## src/rtl/ql_int_ctrl_pkg.sv

```systemverilog
`default_nettype none
// ============================================================================
// Module      : ql_int_pkg
// Description : Shared types and constants for the ql_int_ctrl interrupt
//               controller (FSM states, config addresses, STATUS layout).
// Revision    : 1.0 - initial release
// ============================================================================
package ql_int_pkg;

    typedef enum logic [1:0] {
        IDLE     = 2'd0,
        REQ      = 2'd1,
        ACTIVE   = 2'd2,
        REQ_NEST = 2'd3
    } state_t;

    localparam logic [1:0] c_ADDR_MASK   = 2'd0;
    localparam logic [1:0] c_ADDR_EDGE   = 2'd1;
    localparam logic [1:0] c_ADDR_PEND   = 2'd2;
    localparam logic [1:0] c_ADDR_STATUS = 2'd3;

    localparam int c_IDX_W = 5;
    localparam int c_DEP_W = 3;

    localparam int c_STAT_ACT_LSB   = 0;
    localparam int c_STAT_STATE_LSB = 8;
    localparam int c_STAT_DEPTH_LSB = 10;

endpackage
`default_nettype wire

```

## src/rtl/ql_int_ctrl_if.sv

```systemverilog
`default_nettype none
// ============================================================================
// Module      : ql_int_ctrl_if
// Description : Config bus and request/ack/done handshake between the
//               interrupt controller (slave) and the core (master).
// Revision    : 1.0 - initial release
// ============================================================================
interface ql_int_ctrl_if #(
    parameter int NUM_W = 8
);
    logic             cfg_we;
    logic [1:0]       cfg_addr;
    logic [31:0]      cfg_wdata;
    logic [31:0]      cfg_rdata;
    logic             int_ask;
    logic [NUM_W-1:0] int_num;
    logic             int_ack;
    logic             int_done;
    logic             int_active;

    modport master (
        output cfg_we, cfg_addr, cfg_wdata, int_ack, int_done,
        input  cfg_rdata, int_ask, int_num, int_active
    );

    modport slave (
        input  cfg_we, cfg_addr, cfg_wdata, int_ack, int_done,
        output cfg_rdata, int_ask, int_num, int_active
    );
endinterface
`default_nettype wire

```

## src/rtl/ql_int_ctrl_prio_enc.sv

```systemverilog
`default_nettype none
// ============================================================================
// Module      : ql_int_prio_enc
// Description : Lowest-index-wins priority encoder over CH_NUM request bits.
// Revision    : 1.0 - initial release
// ============================================================================
module ql_int_prio_enc
    import ql_int_pkg::*;
#(
    parameter int CH_NUM = 8
) (
    input  wire logic [CH_NUM-1:0]  i_req,
    output logic      [c_IDX_W-1:0] o_idx,
    output logic                    o_vld
);

    // Scanning downward leaves the lowest set index as the final assignment.
    always_comb begin
        o_idx = '0;
        o_vld = |i_req;
        for (int i = CH_NUM - 1; i >= 0; i--) begin
            if (i_req[i]) begin
                o_idx = c_IDX_W'(i);
            end
        end
    end

endmodule
`default_nettype wire

```

## src/rtl/ql_int_ctrl.sv

```systemverilog
`default_nettype none
// ============================================================================
// Module      : ql_int_ctrl
// Description : CH_NUM-source maskable interrupt controller with edge/level
//               pending, fixed priority and a vectored request handshake.
//               Define QL_INT_NEST_EN for nested preemption (NEST_DEPTH).
// Revision    : 1.0 - initial release
// ============================================================================
module ql_int_ctrl
    import ql_int_pkg::*;
#(
    parameter int CH_NUM     = 8,
    parameter int NUM_W      = 8,
    parameter int BASE_NUM   = 32,
    parameter int NEST_DEPTH = 4
) (
    input  wire logic              clk,
    input  wire logic              rst_n,
    input  wire logic [CH_NUM-1:0] irq_in,
    input  wire logic              sys_int_en,
    ql_int_ctrl_if.slave           bus
);

`ifdef QL_INT_NEST_EN
    localparam int c_STACK_DEPTH = NEST_DEPTH;
`else
    // Single active level: the stack collapses to one entry.
    localparam int c_STACK_DEPTH = (NEST_DEPTH > 1) ? 1 : NEST_DEPTH;
`endif

    state_t              r_state;
    logic [CH_NUM-1:0]   r_mask;
    logic [CH_NUM-1:0]   r_edge;
    logic [CH_NUM-1:0]   r_pend;
    logic [CH_NUM-1:0]   r_irq_prev;
    logic                r_ask;
    logic [NUM_W-1:0]    r_num;
    logic                r_active;
    logic [c_IDX_W-1:0]  r_win_idx;
    logic [c_DEP_W-1:0]  r_depth;
    logic [c_IDX_W-1:0]  r_stack     [c_STACK_DEPTH];
    logic [c_IDX_W-1:0]  w_stack_nxt [c_STACK_DEPTH];

    logic [CH_NUM-1:0]   w_rise;
    logic [CH_NUM-1:0]   w_clr;
    logic [CH_NUM-1:0]   w_pend_nxt;
    logic [CH_NUM-1:0]   w_elig;
    logic [c_IDX_W-1:0]  w_win_idx;
    logic                w_win_vld;
    logic [NUM_W-1:0]    w_vec;
    logic                w_push;
    logic                w_pop;
    logic                w_preempt;
    logic [31:0]         w_status;
    logic [31:0]         w_rdata;
    logic                w_unused_wdata;

    assign w_push = bus.int_ack  && ((r_state == REQ) || (r_state == REQ_NEST));
    assign w_pop  = bus.int_done && (r_state == ACTIVE);

    // Edge channels: a new edge beats any clear landing in the same cycle.
    assign w_rise = irq_in & ~r_irq_prev;
    assign w_clr  = ((bus.cfg_we && (bus.cfg_addr == c_ADDR_PEND)) ? bus.cfg_wdata[CH_NUM-1:0] : '0)
                  | (w_push ? (CH_NUM'(1) << r_win_idx) : '0);
    assign w_pend_nxt = (r_edge & (w_rise | (r_pend & ~w_clr))) | (~r_edge & irq_in);

    assign w_elig = r_pend & r_mask;
    assign w_vec  = NUM_W'(BASE_NUM) + NUM_W'(w_win_idx);

    ql_int_prio_enc #(
        .CH_NUM (CH_NUM)
    ) u_prio_enc (
        .i_req  (w_elig),
        .o_idx  (w_win_idx),
        .o_vld  (w_win_vld)
    );

`ifdef QL_INT_NEST_EN
    assign w_preempt = sys_int_en && w_win_vld && (w_win_idx < r_stack[0])
                    && (r_depth < c_DEP_W'(c_STACK_DEPTH));
`else
    assign w_preempt = 1'b0;
`endif

    always_ff @(posedge clk) begin
        if (!rst_n) begin
            r_mask     <= '0;
            r_edge     <= '0;
            r_pend     <= '0;
            r_irq_prev <= '0;
        end else begin
            r_irq_prev <= irq_in;
            r_pend     <= w_pend_nxt;
            if (bus.cfg_we && (bus.cfg_addr == c_ADDR_MASK)) begin
                r_mask <= bus.cfg_wdata[CH_NUM-1:0];
            end
            if (bus.cfg_we && (bus.cfg_addr == c_ADDR_EDGE)) begin
                r_edge <= bus.cfg_wdata[CH_NUM-1:0];
            end
        end
    end

    // Once raised, a request is held until ack regardless of source or mask.
    always_ff @(posedge clk) begin
        if (!rst_n) begin
            r_state   <= IDLE;
            r_ask     <= 1'b0;
            r_num     <= '0;
            r_active  <= 1'b0;
            r_win_idx <= '0;
            r_depth   <= '0;
        end else begin
            case (r_state)
                IDLE: begin
                    if (sys_int_en && w_win_vld) begin
                        r_win_idx <= w_win_idx;
                        r_ask     <= 1'b1;
                        r_num     <= w_vec;
                        r_state   <= REQ;
                    end
                end
                REQ, REQ_NEST: begin
                    if (bus.int_ack) begin
                        r_ask    <= 1'b0;
                        r_active <= 1'b1;
                        r_depth  <= r_depth + c_DEP_W'(1);
                        r_state  <= ACTIVE;
                    end
                end
                ACTIVE: begin
                    if (bus.int_done) begin
                        r_depth <= r_depth - c_DEP_W'(1);
                        if (r_depth == c_DEP_W'(1)) begin
                            r_active <= 1'b0;
                            r_state  <= IDLE;
                        end
                    end else if (w_preempt) begin
                        r_win_idx <= w_win_idx;
                        r_ask     <= 1'b1;
                        r_num     <= w_vec;
                        r_state   <= REQ_NEST;
                    end
                end
                default: r_state <= IDLE;
            endcase
        end
    end

    // Entry 0 is top of stack; push shifts toward older entries.
    genvar gi;
    generate
        for (gi = 0; gi < c_STACK_DEPTH; gi++) begin : g_stack
            logic [c_IDX_W-1:0] w_newer;
            logic [c_IDX_W-1:0] w_older;
            if (gi == 0) begin : g_top
                assign w_newer = r_win_idx;
            end else begin : g_inner
                assign w_newer = r_stack[gi-1];
            end
            if (gi == c_STACK_DEPTH - 1) begin : g_last
                assign w_older = '0;
            end else begin : g_link
                assign w_older = r_stack[gi+1];
            end
            assign w_stack_nxt[gi] = w_push ? w_newer : (w_pop ? w_older : r_stack[gi]);
        end
    endgenerate

    always_ff @(posedge clk) begin
        if (!rst_n) begin
            for (int i = 0; i < c_STACK_DEPTH; i++) begin
                r_stack[i] <= '0;
            end
        end else begin
            r_stack <= w_stack_nxt;
        end
    end

    always_comb begin
        w_status = '0;
        w_status[c_STAT_ACT_LSB   +: c_IDX_W] = r_stack[0];
        w_status[c_STAT_STATE_LSB +: 2]       = r_state;
        w_status[c_STAT_DEPTH_LSB +: c_DEP_W] = r_depth;
    end

    always_comb begin
        w_rdata = '0;
        case (bus.cfg_addr)
            c_ADDR_MASK:   w_rdata = 32'(r_mask);
            c_ADDR_EDGE:   w_rdata = 32'(r_edge);
            c_ADDR_PEND:   w_rdata = 32'(r_pend);
            c_ADDR_STATUS: w_rdata = w_status;
            default:       w_rdata = '0;
        endcase
    end

    assign w_unused_wdata = &{1'b0, bus.cfg_wdata};

    assign bus.cfg_rdata  = w_rdata;
    assign bus.int_ask    = r_ask;
    assign bus.int_num    = r_num;
    assign bus.int_active = r_active;

endmodule
`default_nettype wire

```

## src/flat_wrapper.sv

```systemverilog
// flat-port wrapper written by rule: the top's interface ports become plain ports
module ql_int_ctrl_flat import ql_int_pkg::*;
#(
    parameter int CH_NUM     = 8,
    parameter int NUM_W      = 8,
    parameter int BASE_NUM   = 32,
    parameter int NEST_DEPTH = 4
)
  (clk, rst_n, irq_in, sys_int_en, bus_cfg_we, bus_cfg_addr, bus_cfg_wdata, bus_int_ack, bus_int_done, bus_cfg_rdata, bus_int_ask, bus_int_num, bus_int_active);
  ql_int_ctrl_if #(.NUM_W(NUM_W)) bus_i ();
  input  wire logic clk;
  input  wire logic rst_n;
  input  wire logic [CH_NUM-1:0] irq_in;
  input  wire logic sys_int_en;
  input wire logic [$bits(bus_i.cfg_we)-1:0] bus_cfg_we;
  input wire logic [$bits(bus_i.cfg_addr)-1:0] bus_cfg_addr;
  input wire logic [$bits(bus_i.cfg_wdata)-1:0] bus_cfg_wdata;
  input wire logic [$bits(bus_i.int_ack)-1:0] bus_int_ack;
  input wire logic [$bits(bus_i.int_done)-1:0] bus_int_done;
  output wire logic [$bits(bus_i.cfg_rdata)-1:0] bus_cfg_rdata;
  output wire logic [$bits(bus_i.int_ask)-1:0] bus_int_ask;
  output wire logic [$bits(bus_i.int_num)-1:0] bus_int_num;
  output wire logic [$bits(bus_i.int_active)-1:0] bus_int_active;
  assign bus_i.cfg_we = bus_cfg_we;
  assign bus_i.cfg_addr = bus_cfg_addr;
  assign bus_i.cfg_wdata = bus_cfg_wdata;
  assign bus_i.int_ack = bus_int_ack;
  assign bus_i.int_done = bus_int_done;
  assign bus_cfg_rdata = bus_i.cfg_rdata;
  assign bus_int_ask = bus_i.int_ask;
  assign bus_int_num = bus_i.int_num;
  assign bus_int_active = bus_i.int_active;
  ql_int_ctrl #(.CH_NUM(CH_NUM), .NUM_W(NUM_W), .BASE_NUM(BASE_NUM), .NEST_DEPTH(NEST_DEPTH)) u_core (.clk(clk), .rst_n(rst_n), .irq_in(irq_in), .sys_int_en(sys_int_en), .bus(bus_i));
endmodule
```

## config.mk

```make
export PLATFORM = sky130hd
export DESIGN_NAME = ql_int_ctrl_flat
export DESIGN_NICKNAME = d
export VERILOG_FILES = /design/src/rtl/ql_int_ctrl_pkg.sv /design/src/rtl/ql_int_ctrl_if.sv /design/src/rtl/ql_int_ctrl_prio_enc.sv /design/src/rtl/ql_int_ctrl.sv /design/src/flat_wrapper.sv
export SDC_FILE = /design/constraint.sdc
export NUM_CORES = 1
export LEC_CHECK = 0
export CAP_MARGIN = 20
export CORE_MARGIN = 2
export CORE_UTILIZATION = 39
export CTS_CLUSTER_DIAMETER = 200
export DETAILED_ROUTE_END_ITERATION = 8
export PLACE_DENSITY_LB_ADDON = 0.08
export SETUP_SLACK_MARGIN = 0.4
export SKIP_CTS_REPAIR_TIMING = 1
export SLEW_MARGIN = 20
export SYNTH_ARGS = -nofsm -noshare
export SYNTH_HDL_FRONTEND = slang
export SYNTH_SLANG_ARGS = --single-unit
```

## constraint.sdc

```tcl
create_clock -name clk -period 1.4 [get_ports clk]
set_clock_uncertainty 0.1 [all_clocks]
set_input_delay 0.21 -clock clk [delete_from_list [all_inputs] [get_ports clk]]
set_output_delay 0.21 -clock clk [all_outputs]
set_load 0.02 [all_outputs]
```

==> flow_summary.json, run 1 <==
{
  "outcome": "finished, violations left",
  "violations": "setup timing",
  "synth_area_leaders": "dfxtp_1 (40%), mux2i_1 (9.5%), buf_4 (7.5%)",
  "crit_family": "multiplexers",
  "numCtsBuffers": 5,
  "hold_slack_ps": 194,
  "avgRoutedWirePerCell_um": 14.8,
  "hold_start": "rst_n",
  "clk_pin_slew_worst_paths_ps": 80,
  "grt_pass1_vias": 1905,
  "synth_flop_cell": "dfxtp_1",
  "grt_max_degree": 27,
  "ys_seq_elements": 46,
  "diodes": 0,
  "syn_inst": 255,
  "clockBufferDepth": 2,
  "layout-drive-gt1-share_pct": 49.7,
  "ys_types": 45,
  "cp-start-kind": "register",
  "crit_type": "register to output port",
  "total_power_mw": 2.82,
  "p_leak_nw": 1.64,
  "p_per_area_nw_per_um2": 751,
  "min_to": "u_core.r_irq_prev[0]",
  "yosysMostFrequentCell": "dfxtp_1",
  "hold_depth": 2,
  "finalCriticalPeriod_ps": 1590,
  "netlist_area_um2": 2310,
  "dieArea_um2": 6560,
  "cts_tree": "built",
  "end_kind": "output port",
  "grt_pass1_wl_mm": 9.47,
  "die_width_um": 81.0,
  "cts_root_buf": "clkbuf_8",
  "drv_slew": 0,
  "crit_fanout": 2,
  "ir_drop_mv": 0.451,
  "hold_path_class": "primary input to register",
  "r2r_end": "u_core.bus.int_ask",
  "grtUsageTotal_pct": 19.1,
  "finalWorstSetupSlack_ps": -191,
  "required_ps": 1090,
  "drc": 0,
  "antenna_left": 0,
  "num_vias": 2096,
  "switching_share_pct": 27.3,
  "antenna_found_initial": 0,
  "r2r_cells": 5,
  "area_growth_syn_to_layout_pct": 62.3,
  "yosys-top-cells-count": "dfxtp_1 (46), nand2_1 (30), buf_4 (23)",
  "clk_latency_ps": 300,
  "port_buffers": 42,
  "power_switching_mw": 0.768,
  "r2r_setup_slack_ps": -10,
  "finalSetupTns_ps": -531,
  "worstPathArrival_ps": 1280,
  "cts.sinks": 46,
  "viasPerCell": 4.84,
  "max_freq_mhz": 628,
  "dp.cells": 416,
  "cap_violations": 0,
  "intPower_mw": 2.05,
  "final_nets": 408,
  "num_rows": 28,
  "reg2reg_from": "u_core.r_mask[1]",
  "hold_viol_final": 0,
  "synth_top_area_share_pct": 39.8,
  "htree_levels": 2,
  "drt-total-wl_mm": 6.42,
  "ys.warnings.count": 0,
  "pwr-share-clk_pct": 29.9,
  "io_pins": 90,
  "core_um2": 5820,
  "setup_viol": 5,
  "synth_top_cell_by_area": "dfxtp_1",
  "first_pass_iters": 4,
  "ys_seq_area_share_pct": 39.8,
  "cpPeakStageDelay_ps": 490,
  "combPwrFrac_pct": 20.6,
  "start_util_pct": 39.7,
  "synth-async-reset-ratio_pct": 0,
  "rsz0062_at_grt": "yes",
  "die_y_um": 81.0,
  "path_buf_inv": 1,
  "synth_edf_count": 0,
  "grt_remaining_overflow": 0,
  "fin_crit_sh_pct": 114,
  "slowest_stage": "mux4_2",
  "seqPwrFrac_pct": 49.5,
  "gp_congestion": 0.859,
  "instances_no_fill": 433,
  "path_cells": "mux4_2 > buf_6",
  "syn_avg_cell_area_um2": 9.06,
  "hpwl_mm": 4.52,
  "drtIter0Drc": 103
}
state kept, by name, summed over array words and instances, names as in the netlist:
register and cells:
u_core.r_edge 8, u_core.r_irq_prev 8, u_core.r_mask 8, u_core.r_pend 8, u_core.r_depth 3, u_core.r_stack 3
u_core.bus.int_num 2, u_core.g_stack.w_newer 2, u_core.r_state 2, u_core.bus.int_active 1, u_core.bus.int_ask 1
worst max path at each step:
| stage | startpoint | end | slack (ps) | cells after the start |
|---|---|---|---|---|
| floorplan | u_core.r_state[0] | u_core.r_pend[4] | 5 | 5 |
| global placement | bus_cfg_addr[0] | bus_cfg_rdata[2] | -820 | 4 |
| detailed placement | bus_cfg_addr[0] | bus_cfg_rdata[0] | -840 | 4 |
| CTS | bus_cfg_addr[0] | bus_cfg_rdata[0] | -850 | 4 |
| global route | u_core.r_pend[0] | bus_cfg_rdata[0] | -220 | 2 |
| finish | u_core.r_pend[0] | bus_cfg_rdata[0] | -190 | 2 |
per-stage QoR:
step           cell area (um2)  worst slack [ps]  util [%]
6_report                  3750              -191      64.5
5_1_grt                   3750              -218      64.5
4_1_cts                   3280              -852      56.4
3_5_place_dp              3190              -840      54.8
3_3_place_gp              3190              -820      54.8
2_1_floorplan             2520              5.13         -
layout make-up:
cell class	instances	area, um2
inverter	3	16.3
timing repair buffer	108	1060
clock buffer	7	86.3
fill	490	2060
tap	75	93.8
multi-input combinational	193	1520
clock inverter	1	5.00
sequential	46	966
logic make-up (layout without fill, tap and decap cells):
logic type                 Yosys count  count (layout)  synth area share [%]
AOI/OAI and AO/OA                   53              53                  15.8
xor gates and xnor gates             2               2                 0.758
adders and majority gates            3               3                  1.62
buffers and inverters               38             119                  10.6
DFF                                 46              46                  39.8
muxes                               25              25                  12.5
other                                1              23                 0.162
and+or+nand+nor                     87              87                  18.8
metal layers:
layer  part of all wire (%)  up-vias  routed length [um]  GRT usage (%)
met3                    5.8        5                 370           4.11
met1                     48      979                3080           27.6
met2                     45       59                2920           28.8
met4                   0.83        0                  53           5.08
li1                       -     1053                   -              -
met5                      0        -                   0              0
cells in the final DEF, fill, tap and decap left out, types with 3 or more instances in the layout:
| cell type | n |
|---|---|
| buf_6 | 43 |
| buf_4 | 40 |
| nand2_1 | 27 |
| conb_1 | 23 |
| dfxtp_2 | 21 |
| nor2_1 | 20 |
| dfxtp_1 | 20 |
| mux2i_1 | 19 |
| clkdlybuf4s50_1 | 18 |
| and2_1 | 9 |
| a21oi_2 | 7 |
| o21ai_2 | 6 |
| a22oi_2 | 6 |
| clkbuf_8 | 6 |
| and3_4 | 5 |
| nand3_1 | 5 |
| dfxtp_4 | 5 |
| o21a_1 | 4 |
| mux2i_2 | 3 |
| mux4_2 | 3 |
| o21ai_1 | 3 |
| a22o_1 | 3 |
| or3_4 | 3 |
| a32o_1 | 3 |
| a211oi_2 | 3 |
| a21oi_1 | 3 |
| o21ai_0 | 3 |
| dlymetal6s2s_1 | 3 |
power by group through the flow:
stage	Combinational, mW	Sequential (mW)	Clock, mW
final	0.579	1.39	0.842
after global routing	0.623	1.40	0.929
after CTS	0.499	1.39	0.863
after global placement	0.494	1.42	0
after detailed placement	0.497	1.42	0
after floorplan	0.304	1.43	0
Note: power is estimated with default switching activity, not from simulation.
==> run 2, diff against run 1 <==
--- a/config.mk
+++ b/config.mk
@@ -6,8 +6,10 @@
 export NUM_CORES = 1
 export LEC_CHECK = 0
 export CAP_MARGIN = 20
+export CELL_PAD_IN_SITES_DETAIL_PLACEMENT = 0
+export CELL_PAD_IN_SITES_GLOBAL_PLACEMENT = 1
 export CORE_MARGIN = 2
-export CORE_UTILIZATION = 39
+export CORE_UTILIZATION = 29
 export CTS_CLUSTER_DIAMETER = 200
 export DETAILED_ROUTE_END_ITERATION = 8
 export PLACE_DENSITY_LB_ADDON = 0.08
==> flow_summary.json, run 2 (synthesis gave the netlist of run 1 again) <==
{
  "start_util_pct": 29.9,
  "die_width_um": 93.3,
  "routed-wl-met3_um": 307,
  "num_rows": 32,
  "first_pass_iters": 4,
  "antenna_left": 0,
  "rsz0062_at_grt": "yes",
  "finalWorstSetupSlack_ps": -165,
  "required_ps": 1090,
  "hold_slack_ps": 208,
  "hold_viol_final": 0,
  "final_cell_area_um2": 3900,
  "grt_pass1_vias": 1954,
  "worstPathArrival_ps": 1250,
  "drt-total-wl_mm": 7.11,
  "wl_met2_mm": 3.27,
  "grtUsageTotal_pct": 15.2,
  "diodes": 0,
  "dpl_worst_slack_ps": -818,
  "cp-start-kind": "register",
  "postPlaceCellArea_um2": 3260,
  "grt_pass1_wl_mm": 10.1,
  "p_per_area_nw_per_um2": 718,
  "crit_fanout": 2,
  "setup_viol": 4,
  "wl_met1_mm": 3.42,
  "viasPerCell": 4.61,
  "path_cells": "mux4_2 > buf_6",
  "total_power_mw": 2.80,
  "most-common-layout-cells": "buf_4 (45), buf_6 (43), nand2_1 (25)",
  "slowest_stage": "mux4_2",
  "die_y_um": 93.3,
  "clockBufferDepth": 2,
  "avgRoutedWirePerCell_um": 15.3,
  "numCtsBuffers": 5,
  "crit_type": "register to output port",
  "max_freq_mhz": 639,
  "final_nets": 414,
  "antenna_found_initial": 0,
  "end_kind": "output port",
  "drc": 0,
  "cts.sinks": 46,
  "drv_slew": 0,
  "outcome": "finished, violations left",
  "violations": "setup timing",
  "hold_path_class": "primary input to register",
  "cts_tree": "built",
  "hpwl_mm": 4.80,
  "p_leak_nw": 1.71,
  "clk_latency_ps": 300,
  "layout-drive-gt1-share_pct": 52.6,
  "grt_remaining_overflow": 0,
  "drtIter0Drc": 80,
  "fillers": 750,
  "io_pins": 90,
  "area_growth_syn_to_layout_pct": 68.9,
  "cts_root_buf": "clkbuf_8",
  "cpPeakStageDelay_ps": 460,
  "num_vias": 2144,
  "cap_violations": 0,
  "htree_levels": 2,
  "core_um2": 7730,
  "port_buffers": 42,
  "clk_pin_slew_worst_paths_ps": 90,
  "final_common_cell": "buf_4",
  "gp_congestion": 0.760,
  "finalCriticalPeriod_ps": 1560,
  "ir_drop_mv": 0.335,
  "grt_max_degree": 27,
  "dieArea_um2": 8700,
  "top_layer_used": "met4",
  "fin_crit_sh_pct": 112
}
## run 2: final cells by class
type | count | area (um2) | share of cell area [%]
multi-input cells | 193 | 1570 | 40.3
repair buffers | 114 | 1130 | 29.1
flip-flops and latches | 46 | 973 | 24.9
well taps | 102 | 128 | 3.27
clock buffers | 5 | 68.8 | 1.76
inverters | 3 | 16.3 | 0.417
clock inverters | 2 | 10.0 | 0.256
## run 2: metrics by stage
| step | std cells | util (%) | TNS [ps] |
|---|---|---|---|
| 6_report | 465 | 50.5 | -494 |
| 4_1_cts | 450 | 43.2 | -12370 |
| 3_3_place_gp | 443 | 42.2 | -20760 |
| 3_5_place_dp | 443 | 42.2 | -20920 |
| 5_1_grt | 465 | 50.5 | -762 |
| 2_1_floorplan | 277 | - | 0 |
## run 2: layer usage
layer,vias up,GRT usage (%)
met4,0,3.31
met3,10,2.98
met5,-,0
met2,54,23.3
li1,1064,-
met1,1016,22.0
## run 2: worst max-delay path, delay by kind of cell, from the launching register on
family / cells / cell delay, ps
buf+inv: 1 / 150
flops: 1 / 340
mux: 1 / 460
## run 2: final timing paths
| check | startpoint | end | slack [ps] | cells past startpoint |
|---|---|---|---|---|
| max | u_core.r_mask[0] | bus_cfg_rdata[0] | -160 | 2 |
| min | rst_n | u_core.r_irq_prev[3] | 210 | 2 |
| max reg2reg | u_core.r_mask[3] | u_core.bus.int_num[5] | -10 | 5 |
| min reg2reg | u_core.r_stack[2] | u_core.r_stack[2] | 360 | 2 |
## run 2: power by group
group	switching, mW	internal [mW]
Combinational	0.303	0.315
Clock	0.457	0.336
Sequential	0.0380	1.35
